`src/rtl/periph_bridge.sv`:
```
// periph_bridge: bridges single core data requests into a window of
// memory-mapped peripheral slots.
//
// Ports
//   clock, reset          : sole clock; synchronous active-high reset
//   d_addr/d_wdata/
//   d_store_type/d_valid  : core request (store type nonzero = write)
//   d_rdata/d_ready       : core response, d_ready pulses one cycle
//   s_req/s_sel/s_addr/
//   s_wdata/s_store_type  : request to the selected slave, held while waiting
//   s_ack/s_rdata         : per-slot acknowledge and read data (slot i at [64i+63:64i])
//   bus_err_clear         : clears the sticky error flag
//   bus_err_irq           : sticky error flag (decode miss or slave timeout)

package periph_bridge_pkg;
  typedef logic [2:0] mem_store_type_t;
endpackage

module periph_bridge
  import periph_bridge_pkg::*;
#(
  parameter logic [63:0] PERIPHERAL_BASE = 64'h2000_0000,
  parameter int unsigned OFFSET_W        = 12,
  parameter int unsigned NUM_SLOTS       = 4,
  parameter int unsigned TIMEOUT         = 255
) (
  input  logic                      clock,
  input  logic                      reset,
  input  logic [63:0]               d_addr,
  input  logic [63:0]               d_wdata,
  input  mem_store_type_t           d_store_type,
  input  logic                      d_valid,
  output logic [63:0]               d_rdata,
  output logic                      d_ready,
  output logic                      s_req,
  output logic [NUM_SLOTS-1:0]      s_sel,
  output logic [OFFSET_W-1:0]       s_addr,
  output logic [63:0]               s_wdata,
  output mem_store_type_t           s_store_type,
  input  logic [NUM_SLOTS-1:0]      s_ack,
  input  logic [NUM_SLOTS*64-1:0]   s_rdata,
  input  logic                      bus_err_clear,
  output logic                      bus_err_irq
);

  localparam int unsigned IDX_W = (NUM_SLOTS > 1) ? $clog2(NUM_SLOTS) : 1;
  localparam int unsigned CNT_W = (TIMEOUT > 0) ? $clog2(TIMEOUT + 1) : 1;

  typedef enum logic [1:0] {
    ST_IDLE = 2'd0,
    ST_WAIT = 2'd1,
    ST_RESP = 2'd2
  } state_t;

  state_t               state_q, state_d;
  logic [IDX_W-1:0]     idx_q, idx_d;
  logic [OFFSET_W-1:0]  off_q, off_d;
  logic [63:0]          wdata_q, wdata_d;
  mem_store_type_t      st_q, st_d;
  logic [CNT_W-1:0]     cnt_q, cnt_d;
  logic                 s_req_q, s_req_d;
  logic [NUM_SLOTS-1:0] s_sel_q, s_sel_d;
  logic                 d_ready_q, d_ready_d;
  logic [63:0]          d_rdata_q, d_rdata_d;
  logic                 err_q, err_d;

  logic [63:0]          diff_s;
  logic                 hit_s;
  logic [IDX_W-1:0]     idx_s;
  logic                 ack_s;
  logic [63:0]          slot_rdata_s;
  logic                 set_err_s;

  function automatic logic [NUM_SLOTS-1:0] onehot(input logic [IDX_W-1:0] i);
    logic [NUM_SLOTS-1:0] v;
    for (int unsigned k = 0; k < NUM_SLOTS; k++) begin
      v[k] = (32'(i) == k);
    end
    return v;
  endfunction

  // Address decode against the peripheral window.
  always_comb begin
    diff_s = d_addr - PERIPHERAL_BASE;
    hit_s  = (d_addr >= PERIPHERAL_BASE) && ((diff_s >> OFFSET_W) < 64'(NUM_SLOTS));
    idx_s  = IDX_W'(diff_s >> OFFSET_W);
  end

  // Only the acknowledge of the selected slot counts; strays are ignored.
  always_comb begin
    ack_s        = s_ack[idx_q];
    slot_rdata_s = s_rdata[32'(idx_q) * 32'd64 +: 64];
  end

  // Next-state and next-output logic; outputs are registered so the values
  // loaded here appear in the cycle belonging to the next state.
  always_comb begin
    state_d   = state_q;
    idx_d     = idx_q;
    off_d     = off_q;
    wdata_d   = wdata_q;
    st_d      = st_q;
    cnt_d     = cnt_q;
    s_req_d   = 1'b0;
    s_sel_d   = '0;
    d_ready_d = 1'b0;
    d_rdata_d = d_rdata_q;
    set_err_s = 1'b0;

    case (state_q)
      ST_IDLE: begin
        if (d_valid) begin
          if (hit_s) begin
            idx_d   = idx_s;
            off_d   = diff_s[OFFSET_W-1:0];
            wdata_d = d_wdata;
            st_d    = d_store_type;
            cnt_d   = '0;
            s_req_d = 1'b1;
            s_sel_d = onehot(idx_s);
            state_d = ST_WAIT;
          end else begin
            d_ready_d = 1'b1;
            d_rdata_d = 64'hFFFF_FFFF_FFFF_FFFF;
            set_err_s = 1'b1;
            state_d   = ST_RESP;
          end
        end else begin
          state_d = ST_IDLE;
        end
      end
      ST_WAIT: begin
        // Ack is tested first so it wins over a timeout in the same cycle.
        if (ack_s) begin
          d_ready_d = 1'b1;
          d_rdata_d = (st_q != '0) ? 64'd0 : slot_rdata_s;
          state_d   = ST_RESP;
        end else if (cnt_q == CNT_W'(TIMEOUT)) begin
          d_ready_d = 1'b1;
          d_rdata_d = 64'hFFFF_FFFF_FFFF_FFFF;
          set_err_s = 1'b1;
          state_d   = ST_RESP;
        end else begin
          cnt_d   = cnt_q + CNT_W'(1);
          s_req_d = 1'b1;
          s_sel_d = onehot(idx_q);
          state_d = ST_WAIT;
        end
      end
      ST_RESP: begin
        state_d = ST_IDLE;
      end
      default: begin
        state_d = ST_IDLE;
      end
    endcase

    // Setting the flag takes priority over a clear in the same cycle.
    err_d = set_err_s | (err_q & ~bus_err_clear);
  end

  // State, latches and registered outputs.
  always_ff @(posedge clock) begin
    if (reset) begin
      state_q   <= ST_IDLE;
      idx_q     <= '0;
      off_q     <= '0;
      wdata_q   <= 64'd0;
      st_q      <= '0;
      cnt_q     <= '0;
      s_req_q   <= 1'b0;
      s_sel_q   <= '0;
      d_ready_q <= 1'b0;
      d_rdata_q <= 64'd0;
      err_q     <= 1'b0;
    end else begin
      state_q   <= state_d;
      idx_q     <= idx_d;
      off_q     <= off_d;
      wdata_q   <= wdata_d;
      st_q      <= st_d;
      cnt_q     <= cnt_d;
      s_req_q   <= s_req_d;
      s_sel_q   <= s_sel_d;
      d_ready_q <= d_ready_d;
      d_rdata_q <= d_rdata_d;
      err_q     <= err_d;
    end
  end

  assign s_req        = s_req_q;
  assign s_sel        = s_sel_q;
  assign s_addr       = off_q;
  assign s_wdata      = wdata_q;
  assign s_store_type = st_q;
  assign d_ready      = d_ready_q;
  assign d_rdata      = d_rdata_q;
  assign bus_err_irq  = err_q;

endmodule

```
`config.mk`:
```
export PLATFORM = sky130hd
export DESIGN_NAME = periph_bridge
export DESIGN_NICKNAME = d
export VERILOG_FILES = /design/src/rtl/periph_bridge.sv
export SDC_FILE = /design/constraint.sdc
export NUM_CORES = 1
export LEC_CHECK = 0
export BUFFER_PORTS_ARGS = -buffer_cell sky130_fd_sc_hd__buf_4
export CELL_PAD_IN_SITES_DETAIL_PLACEMENT = 0
export CELL_PAD_IN_SITES_GLOBAL_PLACEMENT = 1
export CORE_AREA = 2 2 212 214
export CTS_CLUSTER_DIAMETER = 50
export DETAILED_ROUTE_END_ITERATION = 8
export DIE_AREA = 0 0 214 216
export PLACE_DENSITY = 0.55
export SETUP_SLACK_MARGIN = 0.02
export SLEW_MARGIN = 20
export SYNTH_ARGS = -nofsm -noshare
export SYNTH_HDL_FRONTEND = slang
export SYNTH_SLANG_ARGS = --single-unit
```
`constraint.sdc`:
```
create_clock -name clock -period 7.9 [get_ports clock]
set_clock_uncertainty 0.2 [all_clocks]
set_input_delay 1.185 -clock clock [delete_from_list [all_inputs] [get_ports clock]]
set_output_delay 1.185 -clock clock [all_outputs]
set_load 0.03 [all_outputs]
```
### Word level (Yosys, flattened, before mapping)

Cells that the tools add are included.

* register bits: 162
* bits in latches: 0
* RAM bits: 0
* memory bits (read-only): 0
* bits of input ports: 395
* output and inout port bits: 150
* word-level logic and storage cells: 78
* memories kept: 0

* add/subtract/negate cells: 2
* $mul: 0
* divide/modulo/power cells: 0
* order comparisons: 3
* equality and inequality tests: 14
* shifts and indexed selects: 1
* mux-type cells: 35
* bitwise operators: 3
* reductions and logical operators: 9

Operator list (count)
* $mux W64: 5
* $shiftx A256 B9 Y64: 1
* $pmux W64 S2: 1
* $ge A64 B30 Y1 const B: 1
* $sub A64 B30 Y64 const B: 1
* $lt A52 B3 Y1 const B: 1
* $mux W8: 4
* $mux W4: 4
* $pmux W8 S2: 1
* $mux W1: 10
* $ne A2 B2 Y1 const B: 5
* $add A8 B1 Y8 const B: 1
* $eq A2 B2 Y1 const B: 4
* $eq A8 B8 Y1 const B: 1
* $mux W2: 4
* $pmux W4 S2: 1
* $eq A2 B1 Y1 const B: 3
* $logic_not A2 Y1: 3
* $pmux W1 S2: 3
* $reduce_and A5 Y1: 1
* $pmux W2 S2: 1
* $reduce_and A4 Y1: 1
* $lt A2 B3 Y1 const B: 1
* $ne A3 B3 Y1 const B: 1
* other kinds (8): 8

### Longest topological paths before layout

Gate-level depths: netlist of the first run.

* depth after elaboration: 7
* gate-level depth with buffers: 13
* mapped depth without buffers: 10

### Worst setup path before layout of the first run

Ideal clock, no wire load.

* path type: input port to flip-flop
* start: in d_addr[48]
* end: reg d_rdata_q[16], in the netlist d_rdata[16]
* library setup time: 0.122 ns
* arrival: 3.890 ns
* data required time: 7.578 ns
* slack: 3.688 ns
* cell stages on the path: 10
* buffers on the path: 2
* cells stage by stage: nor4_2 > nand4_1 > nor4_1 > mux2_2 > or4_1 > or4_4 > a21oi_2 > buf_6 > buf_12 > a21oi_2

* longest elaborated chain between the ends: 5
* elaborated cells between the ends (all ways): 6
* classes of those cells: add/sub: 1; order compare: 2; eq/ne: 1; reduce/logical: 2

Ends and longest elaborated chain
* start: declaration: RTL line 29 `input logic [63:0] d_addr,`
* $sub A64 B30 Y64: RTL line 84 `diff_s = d_addr - PERIPHERAL_BASE;`
* $lt A52 B3 Y1: RTL line 85 `hit_s = (d_addr >= PERIPHERAL_BASE) && ((diff_s >> OFFSET_W) < 64'(NUM_SLOTS));`
* $logic_and A1 B1 Y1 *: RTL line 85
* $ne A2 B2 Y1 (no line) *
* $reduce_and A4 Y1 (no line) *
* end signal: assignment: RTL line 186 `d_rdata_q <= d_rdata_d;`
* end: declaration: RTL line 64 `logic [63:0] d_rdata_q, d_rdata_d;`

Every way passes the cells marked *; elsewhere a longest branch is shown, timed or not.
A chain may end at the register's enable or synchronous reset.

### Worst setup path after layout of the first run

* start: in d_addr[29]
* end: reg d_rdata_q[9], in the netlist d_rdata[9]

The elaborated chain is that of the path after synthesis.

==> reports/results.ini, run 1 <==
[run_status]
status=complete, no violations

[critical_path]
cp_common_cell=buf_4
path_max_fanout=66
slowest_stage=or4_4
cp.arrival_ps=5190
critical-path-top-delay-family=simple AND/OR/NAND/NOR gates
end_kind=flop
crit_path_max_incr_delay_ps=780
crit_buf_inv=3
crit_type=in -> reg
cp-start-kind=input port
required_ps=7980
cp_cell_sequence=buf_4 > inv_1 > ha_1 > nor4b_4 > nand4_2 > a2111oi_0 > o2bb2ai_1 > or4_4 > a21oi_4 > buf_4 > a21oi_1

[synthesis]
postSynthCellCount=1064
ys.flop_type=dfxtp_1
synth_area_per_cell_sq_um=8.57
synth_top_family_by_area=compound AO/OA/AOI/OAI gates
synth.cell_area_sq_mm=0.00912
synthSimpleGateAreaFrac_pct=14.8
ys_seq_area_share_pct=35.4
post-synth-top-area-fraction_pct=35.4
synthMuxAreaShare_pct=16.4
synth_top_cell_by_area=dfxtp_1
yosys_warnings=0
synthAdderAreaFrac_pct=0.274
synth_area_leaders=dfxtp_1, mux4_2, a21oi_1
ys_types=56
synthArstFlopShare_pct=0
synthesis.nets=1461
synth-edff-count=0
ys_seq_elements=161
synth_commonest_cells=a21oi_1, dfxtp_1, o21ai_0
synth_most_common_cell=a21oi_1
synth_xor_area_share_pct=0.288
synth_compound_gate_area_share_pct=24.9

[routing]
vias=10100
dr.pass1.iters=4
drtAntennaViolNets=0
wirelength_um=41000
wire_per_inst_um=19.1
viasPerCell=4.72
drt_iter0_markers=474
drc=0

[die]
pin_count=545
dieArea_sq_mm=0.0462
die_h_um=216
dieWidth_um=214
core_region_area_sq_mm=0.0438
rows=77
start_util_pct=20.8

[timing]
setup_viol=0
worst_slack_ps=2790
period_share_pct=64.7
hold_viol_final=0
fin_tns_setup_ps=0
rsz0062_at_grt=false
worst-slew-pin-transition_ps=1090
slew_headroom_pct=27.4
fmax_mhz=196
min_period_ps=5110
drv_slew=0

[cts]
holdBufCountCts=0
cts_tree=done
cts_buffer_depth=2
cts_setup_buffers=0
htreeDepth=4
clk_latency_ps=430
cts_sinks=161
cts_resized=0
clockRootBuffer=clkbuf_16
cts_made_buffers=17
clkTransAtPathRegs_ps=70

[power_and_ir_drop]
p_per_area_mw_per_mm2=150
p_leak_uw=0.00587
vdd_drop_max_mv=0.142

[min_path]
hold_path_class=reg -> reg

[layout]
fillers=4741
area_growth_pct=55.9
final_nets=1939
drive_gt1_share_pct=45.7
postLayoutCoreUtil_pct=32.4
stdcell_area_sq_mm=0.0142
num_antenna_cells=0

[grt]
gr-usage-all-layers_pct=17.1
antenna_found_initial=3
overflow=0
grt_pass1_vias=10100
grt_max_degree=93
grt_pass1_wl_um=61700

[placed_design]
io_buffers=544
gp_congestion=0.876
pre_cts_slack_ps=2290
placed_area_sq_mm=0.0136
hpwl_um=30000

[job]
drv_cap=0

-- routing by layer --
| layer | wire length, um | track usage [%] | vias to the layer above |
|---|---|---|---|
| met4 | 644 | 4.31 | 6 |
| met2 | 20600 | 29.6 | 373 |
| met5 | 39 | 0 | - |
| li1 | - | - | 4846 |
| met1 | 16800 | 20.6 | 4852 |
| met3 | 2920 | 5.33 | 38 |
-- per-stage QoR --
stage                     cells  power (uW)  hold WS (ps)
final                      2144        2130           256
after detailed placement   2114        1300           245
after global placement     2114        1300           244
after floorplan            1064        1060           250
after CTS                  2143        2180           260
after global routing       2144        2240           281
-- power breakdown --
group / internal [uW] / switching (uW) / leakage (uW)
Clock: 497 / 355 / 0.000285
Combinational: 216 / 207 / 0.00427
Sequential: 839 / 20.1 / 0.00132
Total: 1550 / 582 / 0.00587
-- worst paths after layout --
| kind | start | to | slack, ps | cells past startpoint |
|---|---|---|---|---|
| worst min-delay path | d_rdata[61] | d_rdata[61] | 260 | 2 |
| worst min register to register | d_rdata[61] | d_rdata[61] | 260 | 2 |
| worst max register to register | idx_q[0] | d_rdata[54] | 4230 | 7 |
| worst max-delay path | d_addr[29] | d_rdata[9] | 2790 | 11 |
-- worst register-to-register path, stage by stage, from the launching register on --
cell,delay [ps]
dfxtp_4,850
mux4_2,720
nand3b_1,220
nor2_1,640
nor2_4,170
buf_4,340
o21ai_0,330
a21oi_2,50
-- cells in the final DEF (no fill, tap or decap), drive strengths merged, types with 3 or more instances in the layout --
cell    synthesis  routed
inv            70      71
clkinv          0       3
o211ai          3       3
nand3b          6       6
nand2          76      76
and3            4       4
nand4           7       7
mux4           65      65
buf            31     556
nand3          92      92
dfxtp         161     161
nor4           12      12
or3             6       6
nor2           18      18
a311oi          6       6
xnor2           3       3
clkbuf         66      22
o31ai           4       4
nor3           11      11
nand2b          6       6
a21oi         222     222
or4             8       8
or2             3       3
o21ai         153     153
-- final cells by class --
| class | instances | area (sq um) | area share [%] |
|---|---|---|---|
| Tap cell | 592 | 741 | 5.21 |
| Timing Repair Buffer | 556 | 4190 | 29.5 |
| Clock buffer | 22 | 484 | 3.41 |
| Multi-Input combinational cell | 736 | 5200 | 36.6 |
| Inverter | 70 | 263 | 1.85 |
| Clock inverter | 7 | 103 | 0.722 |
| Sequential cell | 161 | 3230 | 22.7 |
-- registers in the layout (all words and copies together) (netlist names) --
signal,count
d_rdata,64
s_wdata,64
s_addr,12
cnt_q,8
s_sel,4
s_store_type,3
idx_q,2
bus_err_irq,1
d_ready,1
s_req,1
state_q,1
-- cells by family (layout without fill, tap and decap cells) --
family / count (synthesis) / count (layout)
AOI/OAI and AO/OA: 404 / 404
and+or+nand+nor: 259 / 259
buffers and inverters: 167 / 655
muxes: 68 / 68
adders and majority gates: 2 / 2
DFF: 161 / 161
xor gates and xnor gates: 3 / 3
Power figures use the tool's default switching activity.
==> run 2, diff against run 1 <==
--- a/config.mk
+++ b/config.mk
@@ -8,11 +8,11 @@
 export BUFFER_PORTS_ARGS = -buffer_cell sky130_fd_sc_hd__buf_4
 export CELL_PAD_IN_SITES_DETAIL_PLACEMENT = 0
 export CELL_PAD_IN_SITES_GLOBAL_PLACEMENT = 1
-export CORE_AREA = 2 2 212 214
+export CORE_AREA = 2 2 213 215
 export CTS_CLUSTER_DIAMETER = 50
 export DETAILED_ROUTE_END_ITERATION = 8
-export DIE_AREA = 0 0 214 216
-export PLACE_DENSITY = 0.55
+export DIE_AREA = 0 0 215 217
+export PLACE_DENSITY = 0.57
 export SETUP_SLACK_MARGIN = 0.02
 export SLEW_MARGIN = 20
 export SYNTH_ARGS = -nofsm -noshare
==> constraint.sdc (replaced) <==
create_clock -name clock -period 4.26 [get_ports clock]
set_clock_uncertainty 0.2 [all_clocks]
set_input_delay 0.639 -clock clock [delete_from_list [all_inputs] [get_ports clock]]
set_output_delay 0.639 -clock clock [all_outputs]
set_load 0.03 [all_outputs]
==> reports/results.ini, run 2 (synthesized netlist as in run 1, its figures left out) <==
[cts]
holdBufCountCts=0
clk_latency_ps=450
cts_resized=0
cts_sinks=161
clkTransAtPathRegs_ps=80
cts_buffer_depth=2
cts_made_buffers=17
cts_setup_buffers=0
htreeDepth=4
clockRootBuffer=clkbuf_16
cts_tree=done

[placed_design]
io_buffers=544
pre_cts_slack_ps=131
placed_area_sq_mm=0.0138
gp_congestion=0.837
hpwl_um=29900

[layout]
final_common_cell=buf_4
final_nets=1953
drive_gt1_share_pct=46.3
area_growth_pct=58.4
stdcell_area_sq_mm=0.0144
layout_common_cells=buf_4, a21oi_1, dfxtp_1
fillers=4789

[run_status]
status=complete, no violations

[critical_path]
cp.arrival_ps=3740
critical-path-top-delay-family=simple AND/OR/NAND/NOR gates
worst-r2r-setup-slack_ps=1420
path_max_fanout=35
crit_path_max_incr_delay_ps=550
cp-start-kind=input port
end_kind=flop
required_ps=4400
slowest_stage=or4_1
cp_cell_sequence=buf_4 > nor4_2 > nand4_1 > nor4_1 > mux2_2 > or4_1 > or4_4 > a21oi_4 > buf_12 > a21oi_1
crit_type=in -> reg
crit_buf_inv=2

[timing]
rsz0062_at_grt=false
drv_slew=0
min_period_ps=3600
period_share_pct=84.6
slew_headroom_pct=32.5
worst-slew-pin-transition_ps=1010
fmax_mhz=277
hold_viol_final=0
worst_slack_ps=656
fin_tns_setup_ps=0
setup_viol=0

[die]
start_util_pct=20.4
dieWidth_um=215
dieArea_sq_mm=0.0467
die_h_um=217
core_region_area_sq_mm=0.0447
pin_count=545
rows=78

[grt]
overflow=0
grt_pass1_vias=10100
grt_pass1_wl_um=60900
grt_max_degree=80
antenna_found_initial=3
gr-usage-all-layers_pct=16.8

[min_path]
hold_path_class=in -> reg

[routing]
vias=10100
drc=0
viasPerCell=4.64
drt_iter0_markers=582
wire_per_inst_um=18.8
drtAntennaViolNets=0
wirelength_um=40800
dr.pass1.iters=5

[power_and_ir_drop]
p_per_area_mw_per_mm2=282
vdd_drop_max_mv=0.303
p_leak_uw=0.00599

[job]
drv_cap=0

run 2: cell count changes in the layout (fill, tap and decap cells not counted), moves of 2 or more:
| cell | change |
|---|---|
| buf_12 | +7 |
| buf_4 | +8 |
| clkbuf_8 | -2 |
| clkinv_4 | -2 |
| diode_2 | +2 |
| inv_6 | +4 |
run 2: worst min-delay path, cell delays in order:
cell and delay, ps:
buf_4 110, nand3_1 50, a21oi_1 60
run 2: stage by stage:
stage | hold WS [ps] | total power [uW] | util, % | instances
after detailed placement | 249 | 2430 | 30.9 | 2137
after global placement | 243 | 2420 | 30.9 | 2137
final | 236 | 4070 | 32.3 | 2171
after CTS | 197 | 4150 | 32.3 | 2169
after global routing | 214 | 4260 | 32.3 | 2171
after floorplan | 250 | 1960 | - | 1064
run 2: layout make-up:
| cell class | instances | area [sq um] | share of cell area [%] |
|---|---|---|---|
| repair buffers | 570 | 4370 | 30.2 |
| inverters | 70 | 263 | 1.82 |
| well taps | 600 | 751 | 5.20 |
| flip-flops and latches | 161 | 3230 | 22.4 |
| diodes | 2 | 5.00 | 0.0347 |
| multi-input cells | 736 | 5200 | 36.0 |
| clock buffers | 20 | 457 | 3.16 |
| clock inverters | 12 | 166 | 1.15 |
run 2: power breakdown:
group | internal, uW | switching [uW]
clock network | 967 | 716
logic | 409 | 387
registers | 1550 | 37.1
total | 2930 | 1140
run 2: path summary, 6_finish.rpt:
path | to | startpoint | depth (start not counted)
hold / removal | s_wdata[56] | d_wdata[56] | 3
hold reg to reg | d_rdata[62] | d_rdata[62] | 2
setup reg to reg | d_rdata[29] | idx_q[1] | 6
setup / recovery | d_rdata[1] | d_addr[48] | 10
run 2: layer usage:
metal | share of wire, % | track usage, %
met4 | 2.3 | 5.84
met3 | 6.9 | 5.02
met2 | 50 | 29.2
met5 | 0.032 | 0
met1 | 41 | 19.7
==> run 3, diff against run 2 <==
==> constraint.sdc (replaced) <==
create_clock -name clock -period 3.2 [get_ports clock]
set_clock_uncertainty 0.2 [all_clocks]
set_input_delay 0.48 -clock clock [delete_from_list [all_inputs] [get_ports clock]]
set_output_delay 0.48 -clock clock [all_outputs]
set_load 0.03 [all_outputs]
==> reports/results.ini, run 3 (synthesized netlist as in run 1, its figures left out) <==
[critical_path]
crit_type=in -> reg
cp-start-kind=input port
reg2reg_from=cnt_q[0]
cp.arrival_ps=3380
required_ps=3310
path_max_fanout=79
regToRegEndpoint=d_rdata[19]
worst-r2r-setup-slack_ps=650
end_kind=flop
reg2reg_depth=10

[grt]
grt_pass1_wl_um=61900
gr-usage-all-layers_pct=17.1
antenna_found_initial=3
grt_max_degree=80
grt_pass1_vias=10400
overflow=0

[timing]
setup_viol=102
hold_viol_final=0
slew_headroom_pct=40.4
worst_slack_ps=-66.7
fmax_mhz=306
min_period_ps=3270
rsz0062_at_grt=true
worst-slew-pin-transition_ps=893
fin_tns_setup_ps=-2560
hold_ws_ps=86.0
period_share_pct=102
drv_slew=0

[layout]
final_nets=2033
final_common_cell=buf_4
fin_cells=2249
postLayoutCoreUtil_pct=33.9
drive_gt1_share_pct=49.5
layout_common_cells=buf_4, a21oi_1, dfxtp_1
area_growth_pct=66.3

[cts]
htreeDepth=4
clk_latency_ps=440
cts_made_buffers=17
cts_buffer_depth=2
cts_tree=done
clockRootBuffer=clkbuf_16
cts_sinks=161
holdBufCountCts=0
clkTransAtPathRegs_ps=70

[min_path]
min_to=s_wdata[6]
hold_depth=3
hold_start=d_wdata[6]
hold_path_class=in -> reg

[routing]
drtAntennaViolNets=0
wirelength_um=41300
vias=10300
drt_iter0_markers=481
viasPerCell=4.60
wire_per_inst_um=18.4
drc=0
dr.pass1.iters=5

[power_and_ir_drop]
switching_power_uw=1450
p_per_area_mw_per_mm2=352
swShare_pct=27.1
pwr-share-seq_pct=39.7
vdd_drop_max_mv=0.380
p_int_uw=3890
clock_power_share_pct=39.2
p_leak_uw=0.00640
p_comb_share_pct=21.1

[die]
start_util_pct=20.4
dieArea_sq_mm=0.0467
die_h_um=217
rows=78
dieWidth_um=215
core_region_area_sq_mm=0.0447
pin_count=545

[placed_design]
io_buffers=544
dpl.cell_count=2211
pre_cts_slack_ps=-580
hpwl_um=32000
gp_congestion=0.910

[job]
drv_cap=0

[run_status]
status=finished, violations left
violations=setup timing

==> run 3: how the worst max path moves through the flow <==
| stage | startpoint | endpoint | slack [ps] | cells after the start |
|---|---|---|---|---|
| after floorplan | d_addr[48] | d_rdata[16] | -230 | 10 |
| after global placement | d_addr[48] | s_sel[0] | -590 | 12 |
| after detailed placement | d_addr[48] | d_rdata[1] | -580 | 11 |
| after CTS | d_addr[45] | d_rdata[9] | 1 | 11 |
| after global routing | d_addr[45] | s_store_type[0] | -120 | 10 |
| final | d_addr[45] | s_wdata[1] | -70 | 10 |
==> run 3: metrics by stage <==
stage | total power [uW] | area (sq um)
finish | 5340 | 15200
CTS | 5450 | 15100
floorplan | 2620 | 9210
detailed placement | 3300 | 14400
global route | 5610 | 15200
global placement | 3290 | 14400
==> run 3: per-layer routing <==
| layer | wire, um | global-route usage (%) |
|---|---|---|
| met1 | 17100 | 20.6 |
| met2 | 20100 | 29.2 |
| met3 | 2990 | 5.30 |
| met4 | 1090 | 5.54 |
| met5 | 0 | 0 |
==> run 3: layout make-up <==
class	count	area [sq um]
Clock inverter	10	138
Inverter	70	263
Sequential cell	161	3230
Tap cell	600	751
Multi-Input combinational cell	736	5260
Timing Repair Buffer	650	5060
Antenna cell	3	7.51
Clock buffer	19	443
Fill cell	4773	29500
==> run 3: worst max-delay path: stages <==
cell     delay (ps)
buf_6           100
nor4_4          330
nand4_1         190
nor4_2          290
mux2_2          370
or4_4           520
or4_4           490
buf_12          210
o21ai_1         210
a21oi_1          90
==> run 3: repair_timing <==
item / 4_1_cts / 5_1_grt
pin swaps: 2 / 9
endpoints found under the hold margin: 0 / 0
cloned: 0 / 1
endpoints found under the setup margin: 153 / 157
buffers inserted: 2 / 3
resized for setup: 7 / 10
==> run 3: power groups by stage <==
stage          clock network, uW  registers [uW]  logic (uW)
2_1_floorplan                  0            2290         329
3_3_place_gp                   0            2160        1120
3_5_place_dp                   0            2170        1130
4_1_cts                     2190            2120        1140
5_1_grt                     2270            2130        1210
6_report                    2090            2120        1120
